**src/rtl/sha256_msg_schedule.sv**
```systemverilog
`default_nettype none
// ============================================================================
// Module   : sha256_msg_schedule
// Purpose  : SHA-256 message-schedule expander. It loads one 512-bit block
//            and streams W0..W63 over a valid/ready handshake. A 16-word
//            sliding window replaces the full 64-word schedule.
// Ports    : clk, rst_n          - clock, async active-low reset
//            start, abort        - begin schedule (IDLE only) / return to IDLE
//            block[511:0]        - message block, M0 = block[511:480]
//            w_ready             - round engine accepts current word
//            w_valid, w_out[31:0], t_out[5:0] - current schedule word Wt
//            busy                - schedule in progress
//            done                - one-cycle pulse after W63 is accepted
// Revision : 1.0 - initial release
// ============================================================================
module sha256_msg_schedule (
  input  logic         clk,
  input  logic         rst_n,
  input  logic         start,
  input  logic         abort,
  input  logic [511:0] block,
  input  logic         w_ready,
  output logic         w_valid,
  output logic [31:0]  w_out,
  output logic [5:0]   t_out,
  output logic         busy,
  output logic         done
);

  typedef enum logic [0:0] {
    IDLE = 1'b0,
    RUN  = 1'b1
  } state_t;

  localparam logic [5:0] LAST_T = 6'd63;

  state_t      state;
  state_t      state_next;
  logic [31:0] win [16];
  logic [5:0]  t;
  logic        accept;
  logic        last_accept;
  logic [31:0] sig0;
  logic [31:0] sig1;
  logic [31:0] w_next;

  assign accept      = (state == RUN) & w_ready;
  assign last_accept = accept & (t == LAST_T);

  // sigma0 on W[t+1], sigma1 on W[t+14]; the sum is W[t+16].
  always_comb begin
    sig0   = {win[1][6:0],   win[1][31:7]}  ^
             {win[1][17:0],  win[1][31:18]} ^
             {3'b000,        win[1][31:3]};
    sig1   = {win[14][16:0], win[14][31:17]} ^
             {win[14][18:0], win[14][31:19]} ^
             {10'd0,         win[14][31:10]};
    w_next = sig1 + win[9] + sig0 + win[0];
  end

  // State register
  always_ff @(posedge clk or negedge rst_n) begin
    if (!rst_n) begin
      state <= IDLE;
    end else begin
      state <= state_next;
    end
  end

  // Next-state decode; abort overrides both start and accept.
  always_comb begin
    state_next = state;
    unique case (state)
      IDLE: begin
        if (start && !abort) begin
          state_next = RUN;
        end
      end
      RUN: begin
        if (abort || last_accept) begin
          state_next = IDLE;
        end
      end
      default: state_next = IDLE;
    endcase
  end

  // Window, round index and done pulse.
  // The final accept does not shift or advance t, so w_out/t_out keep
  // showing W63/63 in IDLE until the next block is loaded.
  always_ff @(posedge clk or negedge rst_n) begin
    if (!rst_n) begin
      for (int i = 0; i < 16; i++) begin
        win[i] <= '0;
      end
      t    <= '0;
      done <= 1'b0;
    end else begin
      done <= last_accept & ~abort;
      if (state == IDLE && start && !abort) begin
        for (int i = 0; i < 16; i++) begin
          win[i] <= block[511 - 32*i -: 32];
        end
        t <= '0;
      end else if (accept && !abort && !last_accept) begin
        for (int i = 0; i < 15; i++) begin
          win[i] <= win[i+1];
        end
        win[15] <= w_next;
        t       <= t + 6'd1;
      end
    end
  end

  assign w_valid = (state == RUN);
  assign busy    = (state == RUN);
  assign w_out   = win[0];
  assign t_out   = t;

endmodule
`default_nettype wire

```
**config.mk**
```make
export PLATFORM = sky130hd
export DESIGN_NAME = sha256_msg_schedule
export DESIGN_NICKNAME = d
export VERILOG_FILES = /design/src/rtl/sha256_msg_schedule.sv
export SDC_FILE = /design/constraint.sdc
export NUM_CORES = 1
export LEC_CHECK = 0
export CELL_PAD_IN_SITES_DETAIL_PLACEMENT = 0
export CELL_PAD_IN_SITES_GLOBAL_PLACEMENT = 2
export CORE_MARGIN = 4
export CORE_UTILIZATION = 31
export DETAILED_ROUTE_END_ITERATION = 16
export PLACE_DENSITY_LB_ADDON = 0.2
export SLEW_MARGIN = 20
export SYNTH_ARGS = -nofsm -noshare
export SYNTH_HDL_FRONTEND = slang
export SYNTH_SLANG_ARGS = --single-unit
export TNS_END_PERCENT = 100
```
**constraint.sdc**
```tcl
create_clock -name clk -period 5.3 [get_ports clk]
set_input_delay 0.53 -clock clk [delete_from_list [all_inputs] [get_ports clk]]
set_output_delay 0.53 -clock clk [all_outputs]
set_load 0.02 [all_outputs]
```
**Word level (Yosys, flattened, before mapping)**

Index checks and enable logic that the tools add are counted.

- Bits in latches: 0
- Input port bits: 517
- ROM bits: 0
- Bits in registers: 520
- Output and inout port bits: 41
- Bits in writable memories: 0
- Memories: 0

- Shift-type cells: 0
- $lt $le $gt $ge: 0
- Eq/ne operators: 1
- Reduce and logical (&&, ||, !) cells: 9
- Bitwise logic cells: 9
- Div/mod/pow operators: 0
- Multiplexer cells: 7
- Multiply operators: 0
- Add/subtract/negate cells: 4

Operators by type and width:

| kind | number |
|---|---|
| $mux W512 | 2 |
| $add A32 B32 Y32 | 3 |
| $xor A32 B32 Y32 | 2 |
| $xor A32 B22 Y32 | 1 |
| $xor A32 B29 Y32 | 1 |
| $mux W6 | 2 |
| $add A6 B1 Y6 const B | 1 |
| $eq A6 B6 Y1 const B | 1 |
| $logic_and A1 B1 Y1 | 5 |
| $and A1 B1 Y1 | 3 |
| $logic_not A1 Y1 | 2 |
| $mux W1 | 2 |
| $not A1 Y1 | 2 |
| $pmux W1 S2 | 1 |
| $reduce_bool A2 Y1 | 1 |
| $logic_or A1 B1 Y1 | 1 |

**Logic depth before layout (Yosys ltp)**

Gate-level depths: netlist (run 1).

- Word-level depth: 7
- Mapped depth: 16
- Gate-level depth less buffers: 15

**Least setup slack after synthesis (run 1)**

Ideal clock, no wire load.

- Kind: reg-to-reg
- From: register win[456] (netlist bit)
- To: register win[27] (netlist bit)
- Cell stages (with the launch flop): 17
- Path slack: 1.258 ns
- Arrival time: 3.912 ns
- Setup time: 0.130 ns
- Data required time: 5.170 ns
- Cells stage by stage: dfrtp_1 > clkbuf_1 > xor2_1 > xnor2_1 > fa_1 > inv_1 > fa_1 > ha_1 > fa_1 > a21o_1 > a221oi_4 > o31a_1 > a21oi_1 > o311a_1 > a21oi_1 > xor2_1 > o21ai_1

- Cells in the longest elaborated chain, start to end: 6

Ends and longest elaborated chain:

| item | RTL line | RTL |
|---|---|---|
| start, declared | 39 | `logic [31:0] win [16];` |
| start signal, assigned by index | 102 | `win[i] <= block[511 - 32*i -: 32];` |
| start signal, assigned by index | 107 | `win[i] <= win[i+1];` |
| $xor A32 B32 Y32 | 52 | `sig0 = {win[1][6:0], win[1][31:7]} ^` |
| $xor A32 B29 Y32 (*) | 53 | `{win[1][17:0], win[1][31:18]} ^` |
| $add A32 B32 Y32 (*) (2 in series) | 58 | `w_next = sig1 + win[9] + sig0 + win[0];` |
| $mux W512 (*) | 105 | `end else if (accept && !abort && !last_accept) begin` |
| $mux W512 (*) | 100 | `if (state == IDLE && start && !abort) begin` |

Every way passes the cells marked *; elsewhere a longest branch is shown, timed or not. The select of a mux whose other input is x is not followed.
A chain may end at the register's enable or synchronous reset.

**Worst setup path in the final report (run 1)**

Ends and elaborated chain as after synthesis.

==> out/metrics.csv, run 1 <==
metric,value,unit
number of hold violations in the final report,0,
final critical delay including setup and external delays,4.39,ns
most instantiated flip-flop cell in the synthesis netlist,dfrtp_1,
critical path endpoint category,flip-flop,
die area,94700,µm²
library cells used by synthesis,60,
Resized Gates After CTS,0,
# setup viols final,0,
"non-filler cells, final",4986,
clock tree from TritonCTS,done,
worst endpoint data arrival time,4.87,ns
maximum capacitance violations,0,
total DRC errors in the routed layout,0,
class of the tightest hold or removal check,primary input to async pin,
count of input and output buffers,557,
Setup Crit Path Kind,flip-flop to flip-flop,
proportion of layout cells with a drive suffix above 1,4.26,%
pin count of the biggest net entering global routing,195,
antenna violations before repair,31,
total wirelength of the detailed-routed design,121,mm
number of H-tree levels,3,
First-pass DRT Iterations,7,
number of max-slew violations in the final report,0,
cell area after synthesis,27900,µm²
Max Clock Freq,228,MHz
worst-case setup slack after placement,0.886,ns
total via count in the routed design,24800,
status,completed,
crit path launch,win[456],
share of the synthesized netlist area taken by xor and xnor gates,4.65,%
worst skew pair latency,0.61,ns
RSZ-0062 raised after global routing,no,
"share of synthesized cell area in and, or, nand and nor gates",21.3,%
"antenna viol nets, final",0,
drt wl/cell,24.3,µm
startpoint of the worst register-to-register path,win[456],
dpl hpwl,91.8,mm
fraction of the yosys area taken by sequential cells,46.7,%
hold buffer count at cts,1,
ports placed on the boundary,558,
GP Congestion,0.909,
Max-Slew Margin vs Limit,34.5,%
number of cell rows,109,
number of buffers added by the clock tree synthesis step,68,
buffers inserted by post-CTS timing repair,0,
Global Route Usage Sum,24.9,%
Post-Route Skew,0.0239,ns
number of buffers between clock root and the deepest sink,3,
height of the die,308,µm
Syn. warnings,0,
mux cell area share after synthesis,0.0359,%
"number of placed instances, taps included",4847,
initial cell density of the core,31.4,%
fillers,9215,
number of nets produced by synthesis,4021,
largest family of logic cells by synthesized area,simple AND/OR/NAND/NOR gates,
number of enable-type register cells in the synthesized netlist,0,
CP max FO,5,
Area growth syn-to-layout,30.2,%
number of cells produced by synthesis,3410,
fin nets,4364,
horizontal extent of the die,308,µm
floorplan core area,88800,µm²
fraction of the cycle the final worst path needs,82.9,%
root buf cell,clkbuf_16,
number of design-rule violations left by the first detailed-router iteration,1955,
Vias per Instance,4.97,
compound-gate portion of the synthesized area,14.6,%
required arrival time at the worst endpoint,5.78,ns
fraction of the mapped netlist area in adder cells,5.89,%
clk sink count,520,
CTS clock-pin slew for the worst setup and hold paths,0.06,ns
critical path startpoint category,flip-flop,
wire length of the first global-routing pass,172,mm
number of flip-flops and latches in the synthesized netlist,520,
"Async S/R FF share, synth",100,%
setup TNS,0,ns
transition at the pin with the smallest max-transition slack,0.983,ns
worst setup margin,0.908,ns
mean instance size in the synthesized netlist,8.17,µm²
number of global-route vias before repair,24700,
final global-route overflow total,0,
[synth_stat cells, drive strengths merged (4+ instances only)]
cell / instances / area (µm²)
nand2: 1005 / 3770
dfrtp: 520 / 13000
nor2: 512 / 1920
a31oi: 488 / 3070
clkbuf: 210 / 790
inv: 128 / 480
buf: 111 / 614
xnor2: 81 / 709
xor2: 67 / 587
fa: 62 / 1240
a21oi: 55 / 283
ha: 32 / 400
o21ai: 30 / 150
a21o: 13 / 98.9
o22ai: 10 / 62.6
nand4: 8 / 50.1
a22oi: 6 / 45.0
and3: 6 / 38.8
nor3: 5 / 25.0
o21a: 5 / 37.5
nand3: 4 / 20.0
o21bai: 4 / 30.0
[sequential cells by signal, indices dropped and copies added (netlist names)]
signal and cells:
win 480, w_out 32, t_out 6, busy 1
done 1
[per-stage QoR]
step	instance area, µm²	hold WS, ns	utilization, %
after floorplan	27900	0.234	-
after global placement	34000	0.498	38.3
after detailed placement	34000	0.496	38.3
after CTS	36200	0.437	40.8
after global routing	36300	0.453	40.8
final	36300	0.430	40.9
[final cells by class]
class / instances / area (µm²) / area share [%]
diodes: 16 / 40.0 / 0.110
clock buffers: 104 / 2050 / 5.65
clock inverters: 18 / 165 / 0.455
inverters: 128 / 480 / 1.32
multi-input cells: 2441 / 13000 / 35.8
flip-flops and latches: 520 / 13000 / 35.9
well taps: 1165 / 1460 / 4.02
repair buffers: 594 / 6100 / 16.8
[logic make-up (layout without fill, tap and decap cells)]
family | count (synthesis) | count (layout)
simple gates | 1557 | 1557
compound gates | 641 | 641
flops | 520 | 520
buf+inv | 449 | 844
xor+xnor | 148 | 148
fa+ha+maj | 94 | 94
mux | 1 | 1
other cells | 0 | 16
[critical path: stages, from the launching register on]
cell	delay [ns]
dfrtp_1	0.45
xor2_1	0.25
xnor2_1	0.17
fa_1	0.44
inv_1	0.07
fa_1	0.41
ha_1	0.23
fa_1	0.47
a21o_1	0.24
a221oi_4	0.36
o31a_1	0.23
a21oi_1	0.11
o311a_1	0.38
a21oi_1	0.20
xor2_1	0.20
o21ai_1	0.07
[metal layers]
metal  global-route usage, %  up-vias  wire length (µm)
met1                    33.4    12000             53200
li1                        -    11900                 -
met2                    40.2      759             56400
met3                    6.54      148              8630
met5                       0        -               147
met4                    6.14       24              2800
[path summary, 6_finish.rpt]
| check | slack (ns) | depth (start not counted) | endpoint |
|---|---|---|---|
| max | 0.91 | 15 | win[27] |
| min | 0.43 | 2 | win[383] |
| max reg2reg | 0.91 | 15 | win[27] |
| min reg2reg | 0.53 | 2 | win[354] |
| max in group asynchronous | 3.61 | 3 | win[219] |
| min in group clk | 0.48 | 3 | win[108] |
[cells in the final DEF (no fill, tap or decap), drive strengths merged, types with 4 or more instances in the layout]
cell type and count:
buf 37, fa 62, xnor2 81, nand2 1005
a22oi 6, o21ai 30, nand3 4, a31oi 488
clkinv 9, clkdlybuf4s50 556, o21bai 4, xor2 67
inv 131, nand4 8, clkbuf 104, a21o 13
and3 6, o21a 5, clkinvlp 5, o22ai 10
ha 32, dfrtp 520, diode 16, nor2 512
nor3 5, a21oi 55
Power of run 1 is not shown: default switching activity piles up to over one toggle a cycle in this logic, so the estimate is an artifact.
==> inputs of run 2 (changes only) <==
==> constraint.sdc (replaced) <==
create_clock -name clk -period 4.2 [get_ports clk]
set_input_delay 0.42 -clock clk [delete_from_list [all_inputs] [get_ports clk]]
set_output_delay 0.42 -clock clk [all_outputs]
set_load 0.02 [all_outputs]
==> run 2 against run 1 <==
Sequential cell count stayed put. First-iteration DRC count is 9.5% higher. Sequential share of layout area is 0.62 points lower. Final area is 1.7% higher. Global-route usage is 0.43 points higher. Fmax is 7.1% higher. Largest cell class is now multi-input combinational cells.
==> out/metrics.csv, run 2 (synthesized netlist as in run 1, its figures left out) <==
metric,value,unit,change
"flip-flop count of the largest register, all copies and words added",480,,unchanged
count of input and output buffers,557,,unchanged
worst-case setup slack after placement,-0.152,ns,was 0.886 ns
wire length of the first global-routing pass,176,mm,was 172 mm
number of design-rule violations left by the first detailed-router iteration,2140,,"was 1,955"
required arrival time at the worst endpoint,4.72,ns,was 5.78 ns
Sequential Area,13000,µm²,unchanged
highest-count cells in the layout ignoring fill and taps,"1,004 x nand2_1, 556 x clkdlybuf4s50_1, 520 x dfrtp_1",,unchanged
depth of the most critical reg-to-reg path,16,,was 15
worst endpoint data arrival time,4.63,ns,was 4.87 ns
number of max-slew violations in the final report,0,,unchanged
setup TNS,0,ns,unchanged
Setup Crit Path Kind,flip-flop to flip-flop,,unchanged
"non-filler cells, final",5061,,"was 4,986"
die area,94700,µm²,unchanged
number of cell rows,109,,unchanged
final design instance area without fill,36900,µm²,"was 36,300 µm²"
top layer in use,met5,,unchanged
number of hold violations in the final report,0,,unchanged
"number of placed instances, taps included",4934,,"was 4,847"
fraction of the cycle the final worst path needs,97.7,%,was 82.9%
total wirelength of the detailed-routed design,124,mm,was 121 mm
dpl hpwl,95.6,mm,was 91.8 mm
clock tree from TritonCTS,done,,unchanged
Global Route Usage Sum,25.3,%,was 24.9%
status,completed,,unchanged
met2 routed WL,56.4,mm,about the same
total via count in the routed design,25200,,"was 24,800"
ports placed on the boundary,558,,unchanged
Area growth syn-to-layout,32.5,%,was 30.2%
RSZ-0062 raised after global routing,yes,,was no
pin count of the biggest net entering global routing,172,,was 195
final critical delay including setup and external delays,4.10,ns,was 4.39 ns
worst skew pair latency,0.64,ns,was 0.61 ns
transition at the pin with the smallest max-transition slack,0.982,ns,was 0.983 ns
antenna violations before repair,18,,was 31
Vias per Instance,4.98,,was 4.97
initial cell density of the core,31.4,%,unchanged
# setup viols final,0,,unchanged
clk sink count,520,,unchanged
proportion of layout cells with a drive suffix above 1,6.57,%,was 4.26%
Max-Slew Margin vs Limit,34.3,%,was 34.5%
height of the die,308,µm,unchanged
register with the most flip-flops,win,,unchanged
floorplan core area,88800,µm²,unchanged
number of H-tree levels,2,,was 3
horizontal extent of the die,308,µm,unchanged
"most common cell after layout, fill and taps aside",nand2_1,,unchanged
critical path endpoint category,flip-flop,,unchanged
total DRC errors in the routed layout,0,,unchanged
routed length on met1,55.6,mm,was 53.2 mm
final global-route overflow total,0,,unchanged
maximum capacitance violations,0,,unchanged
First-pass DRT Iterations,5,,was 7
critical path startpoint category,flip-flop,,unchanged
fin nets,4451,,"was 4,364"
number of global-route vias before repair,25200,,"was 24,700"
number of buffers between clock root and the deepest sink,3,,unchanged
Max Clock Freq,244,MHz,was 228 MHz
GP Congestion,0.893,,was 0.909
number of buffers added by the clock tree synthesis step,61,,was 68
Routed met3 length,7.55,mm,was 8.63 mm
CP max FO,3,,was 5
class of the tightest hold or removal check,primary input to flip-flop,,was primary input to async pin
depth of the worst hold-timing path,3,,
root buf cell,clkbuf_16,,unchanged
worst setup margin,0.0984,ns,was 0.908 ns
CTS clock-pin slew for the worst setup and hold paths,0.06,ns,about the same
drt wl/cell,24.5,µm,was 24.3 µm
Post-Route Skew,0.0219,ns,was 0.0239 ns
"Cell Area, Placed",34800,µm²,"was 34,000 µm²"
fillers,9207,,"was 9,215"
"antenna viol nets, final",0,,unchanged
area of the multi-input gates,13100,µm²,"was 13,000 µm²"
[run 2: worst paths after layout]
kind,startpoint,endpoint,slack (ns)
setup / recovery,win[456],win[23],0.1
hold / removal,block[101],win[101],0.34
setup reg to reg,win[456],win[23],0.1
hold reg to reg,win[385],win[417],0.53
max in group asynchronous,rst_n,win[79],2.70
min in group asynchronous,rst_n,win[383],0.46
[run 2: metrics by stage]
step           hold slack, ns  utilization [%]
2_1_floorplan           0.124                -
3_3_place_gp            0.508             39.2
3_5_place_dp            0.519             39.2
4_1_cts                 0.280             41.4
5_1_grt                 0.306             41.6
6_report                0.335             41.6
[run 2: routing by layer]
metal / vias up / global-route usage [%]
li1: 12000 / -
met5: - / 0
met4: 12 / 8.59
met3: 153 / 5.23
met2: 706 / 39.8
met1: 12300 / 34.8
[run 2: repair_timing]
action | in CTS | in global routing
cloned | 0 | 0
pin swaps | 13 | 17
hold endpoints to repair | 83 | 0
hold buffers | 1 | 0
setup buffers | 4 | 3
gates resized for setup | 6 | 18
setup endpoints to repair | 5 | 14
[run 2: final cells by class]
type                       count  area share, %
multi-input combinational   2441           35.5
sequential                   520           35.3
timing repair buffer         688           18.8
clock buffer                  94           4.80
tap                         1165           3.95
inverter                     128           1.30
clock inverter                12          0.353
antenna                       13         0.0881
[run 2: worst max-delay path: stages, from the launching register on]
cell	delay (ns)
dfrtp_1	0.42
xor2_2	0.21
xnor2_2	0.16
fa_1	0.51
inv_2	0.04
fa_1	0.43
ha_2	0.21
fa_2	0.39
a21o_1	0.23
a221oi_4	0.31
o31a_1	0.24
a21oi_2	0.08
o311a_4	0.35
buf_6	0.13
mux2i_1	0.11
o21ai_1	0.13
nor2_1	0.06
Power of run 2 is left out for the same reason.
==> inputs of run 3 (changes only) <==
--- a/config.mk
+++ b/config.mk
@@ -10,6 +10,7 @@
 export CORE_MARGIN = 4
 export CORE_UTILIZATION = 31
 export DETAILED_ROUTE_END_ITERATION = 16
+export GPL_ROUTABILITY_DRIVEN = 0
 export PLACE_DENSITY_LB_ADDON = 0.2
 export SLEW_MARGIN = 20
 export SYNTH_ARGS = -nofsm -noshare
==> run 3 against run 2 <==
Sequential share of layout area barely moved. Count of clock-buffer cells in the layout shrank 3. Fmax shrank 0.86%. Utilization barely moved. Critical path depth did not move. Global-route usage grew 0.066 points. Clock skew is 0.00066 ns higher. First-iteration DRC count grew 0.56%. Sequential cell count unchanged. Worst setup slack got worse by 0.036 ns. Highest routed layer unchanged.
==> out/metrics.csv, run 3 (synthesized netlist as in run 1, its figures left out) <==
metric,value,unit,change
# setup viols final,0,,unchanged
Area growth syn-to-layout,32.6,%,was 32.5%
depth of the worst hold-timing path,3,,unchanged
root buf cell,clkbuf_16,,unchanged
Global Route Usage Sum,25.4,%,was 25.3%
required arrival time at the worst endpoint,4.68,ns,was 4.72 ns
fin nets,4436,,"was 4,451"
worst setup margin,0.0628,ns,was 0.0984 ns
clk sink count,520,,unchanged
worst-case setup slack after placement,0.0297,ns,was -0.152 ns
initial cell density of the core,31.4,%,unchanged
"antenna viol nets, final",0,,unchanged
"non-filler cells, final",5044,,"was 5,061"
"most common cell after layout, fill and taps aside",nand2_1,,unchanged
number of global-route vias before repair,25300,,"was 25,200"
status,completed,,unchanged
reg-to-reg setup timing slack,0.06,ns,was 0.1 ns
count of input and output buffers,557,,unchanged
CTS clock-pin slew for the worst setup and hold paths,0.06,ns,about the same
startpoint of the worst register-to-register path,win[467],,was win[456]
crit path cell chain,buf_4 -> buf_4 -> xor2_1 -> xnor2_1 -> fa_1 -> fa_1 -> inv_1 -> ha_1 -> nand2_1 -> o21ai_0 -> a31oi_1 -> o21ai_0 -> a21oi_2 -> o41ai_1 -> xnor2_1 -> a21oi_1,,was xor2_2 -> xnor2_2 -> fa_1 -> inv_2 -> fa_1 -> ha_2 -> fa_2 -> a21o_1 -> a221oi_4 -> o31a_1 -> a21oi_2 -> o311a_4 -> buf_6 -> mux2i_1 -> o21ai_1 -> nor2_1
antenna violations before repair,18,,unchanged
Vias per Instance,5.00,,was 4.98
highest-count cells in the layout ignoring fill and taps,"1,003 x nand2_1, 556 x clkdlybuf4s50_1, 519 x dfrtp_1",,"was 1,004 x nand2_1, 556 x clkdlybuf4s50_1, 520 x dfrtp_1"
number of H-tree levels,3,,was 2
pin count of the biggest net entering global routing,164,,was 172
critical path endpoint category,flip-flop,,unchanged
end of the worst hold path,win[286],,was win[101]
ports placed on the boundary,558,,unchanged
Critical Path Slowest Stage Cell,fa_1,,unchanged
Max-Slew Margin vs Limit,25.6,%,was 34.3%
number of buffers and inverters on the critical path,3,,was 2
horizontal extent of the die,308,µm,unchanged
critical path startpoint category,flip-flop,,unchanged
wire length of the first global-routing pass,176,mm,about the same
number of hold violations in the final report,0,,unchanged
total DRC errors in the routed layout,0,,unchanged
number of max-slew violations in the final report,0,,unchanged
final global-route overflow total,0,,unchanged
transition at the pin with the smallest max-transition slack,1.11,ns,was 0.982 ns
total via count in the routed design,25200,,unchanged
proportion of layout cells with a drive suffix above 1,6.53,%,was 6.57%
maximum capacitance violations,0,,unchanged
worst skew pair latency,0.61,ns,was 0.64 ns
Post-Route Skew,0.0225,ns,was 0.0219 ns
"number of placed instances, taps included",4916,,"was 4,934"
clock tree from TritonCTS,done,,unchanged
critical register-to-register path endpoint,win[30],,was win[23]
Worst Min Path Start,block[286],,was block[101]
number of design-rule violations left by the first detailed-router iteration,2152,,"was 2,140"
worst endpoint data arrival time,4.62,ns,was 4.63 ns
drt wl/cell,24.4,µm,was 24.5 µm
First-pass DRT Iterations,6,,was 5
register with the most flip-flops,win,,unchanged
total wirelength of the detailed-routed design,123,mm,was 124 mm
final critical delay including setup and external delays,4.14,ns,was 4.10 ns
depth of the most critical reg-to-reg path,16,,unchanged
class of the tightest hold or removal check,primary input to flip-flop,,unchanged
floorplan core area,88800,µm²,unchanged
height of the die,308,µm,unchanged
fin util,41.6,%,about the same
fillers,9209,,"was 9,207"
RSZ-0062 raised after global routing,yes,,unchanged
Final Hold Slack,0.367,ns,was 0.335 ns
fraction of the cycle the final worst path needs,98.5,%,was 97.7%
family with the most delay on the worst path,adder cells,,unchanged
number of cell rows,109,,unchanged
number of buffers between clock root and the deepest sink,3,,unchanged
CP max FO,7,,was 3
Setup Crit Path Kind,flip-flop to flip-flop,,unchanged
die area,94700,µm²,unchanged
"flip-flop count of the largest register, all copies and words added",480,,unchanged
dpl hpwl,95.0,mm,was 95.6 mm
CP max stage delay,0.50,ns,was 0.51 ns
Max Clock Freq,242,MHz,was 244 MHz
number of buffers added by the clock tree synthesis step,66,,was 61
-- run 3: tightest hold or removal path: stages --
cell,delay (ns)
clkdlybuf4s50_1,0.39
nand2_1,0.05
a31oi_1,0.07
-- run 3: worst max path at each step --
stage / from / to / slack, ns / cells after the start
global placement: win[456] / win[27] / 0.05 / 15
CTS: win[456] / win[27] / 0.009 / 15
floorplan: win[456] / win[27] / 0.16 / 16
global route: win[470] / win[24] / -0.09 / 14
detailed placement: win[456] / win[27] / 0.03 / 15
finish: win[467] / win[30] / 0.06 / 16
-- run 3: timing repair --
item / 4_1_cts / 5_1_grt
hold endpoints to repair: 79 / 0
buffers inserted: 0 / 5
setup endpoints to repair: 0 / 16
resized for setup: 0 / 24
hold buffers: 1 / 0
-- run 3: per-layer routing --
layer	wire [µm]	global-route usage (%)	vias up	part of all wire, %
met4	3150	6.97	24	2.6
met3	9080	6.53	152	7.4
met2	56600	40.2	808	46
li1	-	-	12000	-
met1	54200	34.5	12200	44
met5	152	0	-	0.12
-- run 3: area by class of cell --
type,instances,area (µm²),share of cell area [%]
Timing Repair Buffer,668,6770,18.3
Clock inverter,25,251,0.681
Clock buffer,91,1880,5.08
Sequential cell,520,13000,35.2
Inverter,128,480,1.30
Antenna cell,6,15.0,0.0406
Multi-Input combinational cell,2441,13100,35.4
Tap cell,1165,1460,3.95
-- run 3: stage by stage --
| stage | TNS (ns) | area (µm²) |
|---|---|---|
| after floorplan | 0 | 27900 |
| after global placement | 0 | 34600 |
| after detailed placement | 0 | 34600 |
| after CTS | 0 | 36800 |
| after global routing | -0.348 | 36900 |
| final | 0 | 36900 |
Power of run 3 is left out for the same reason.
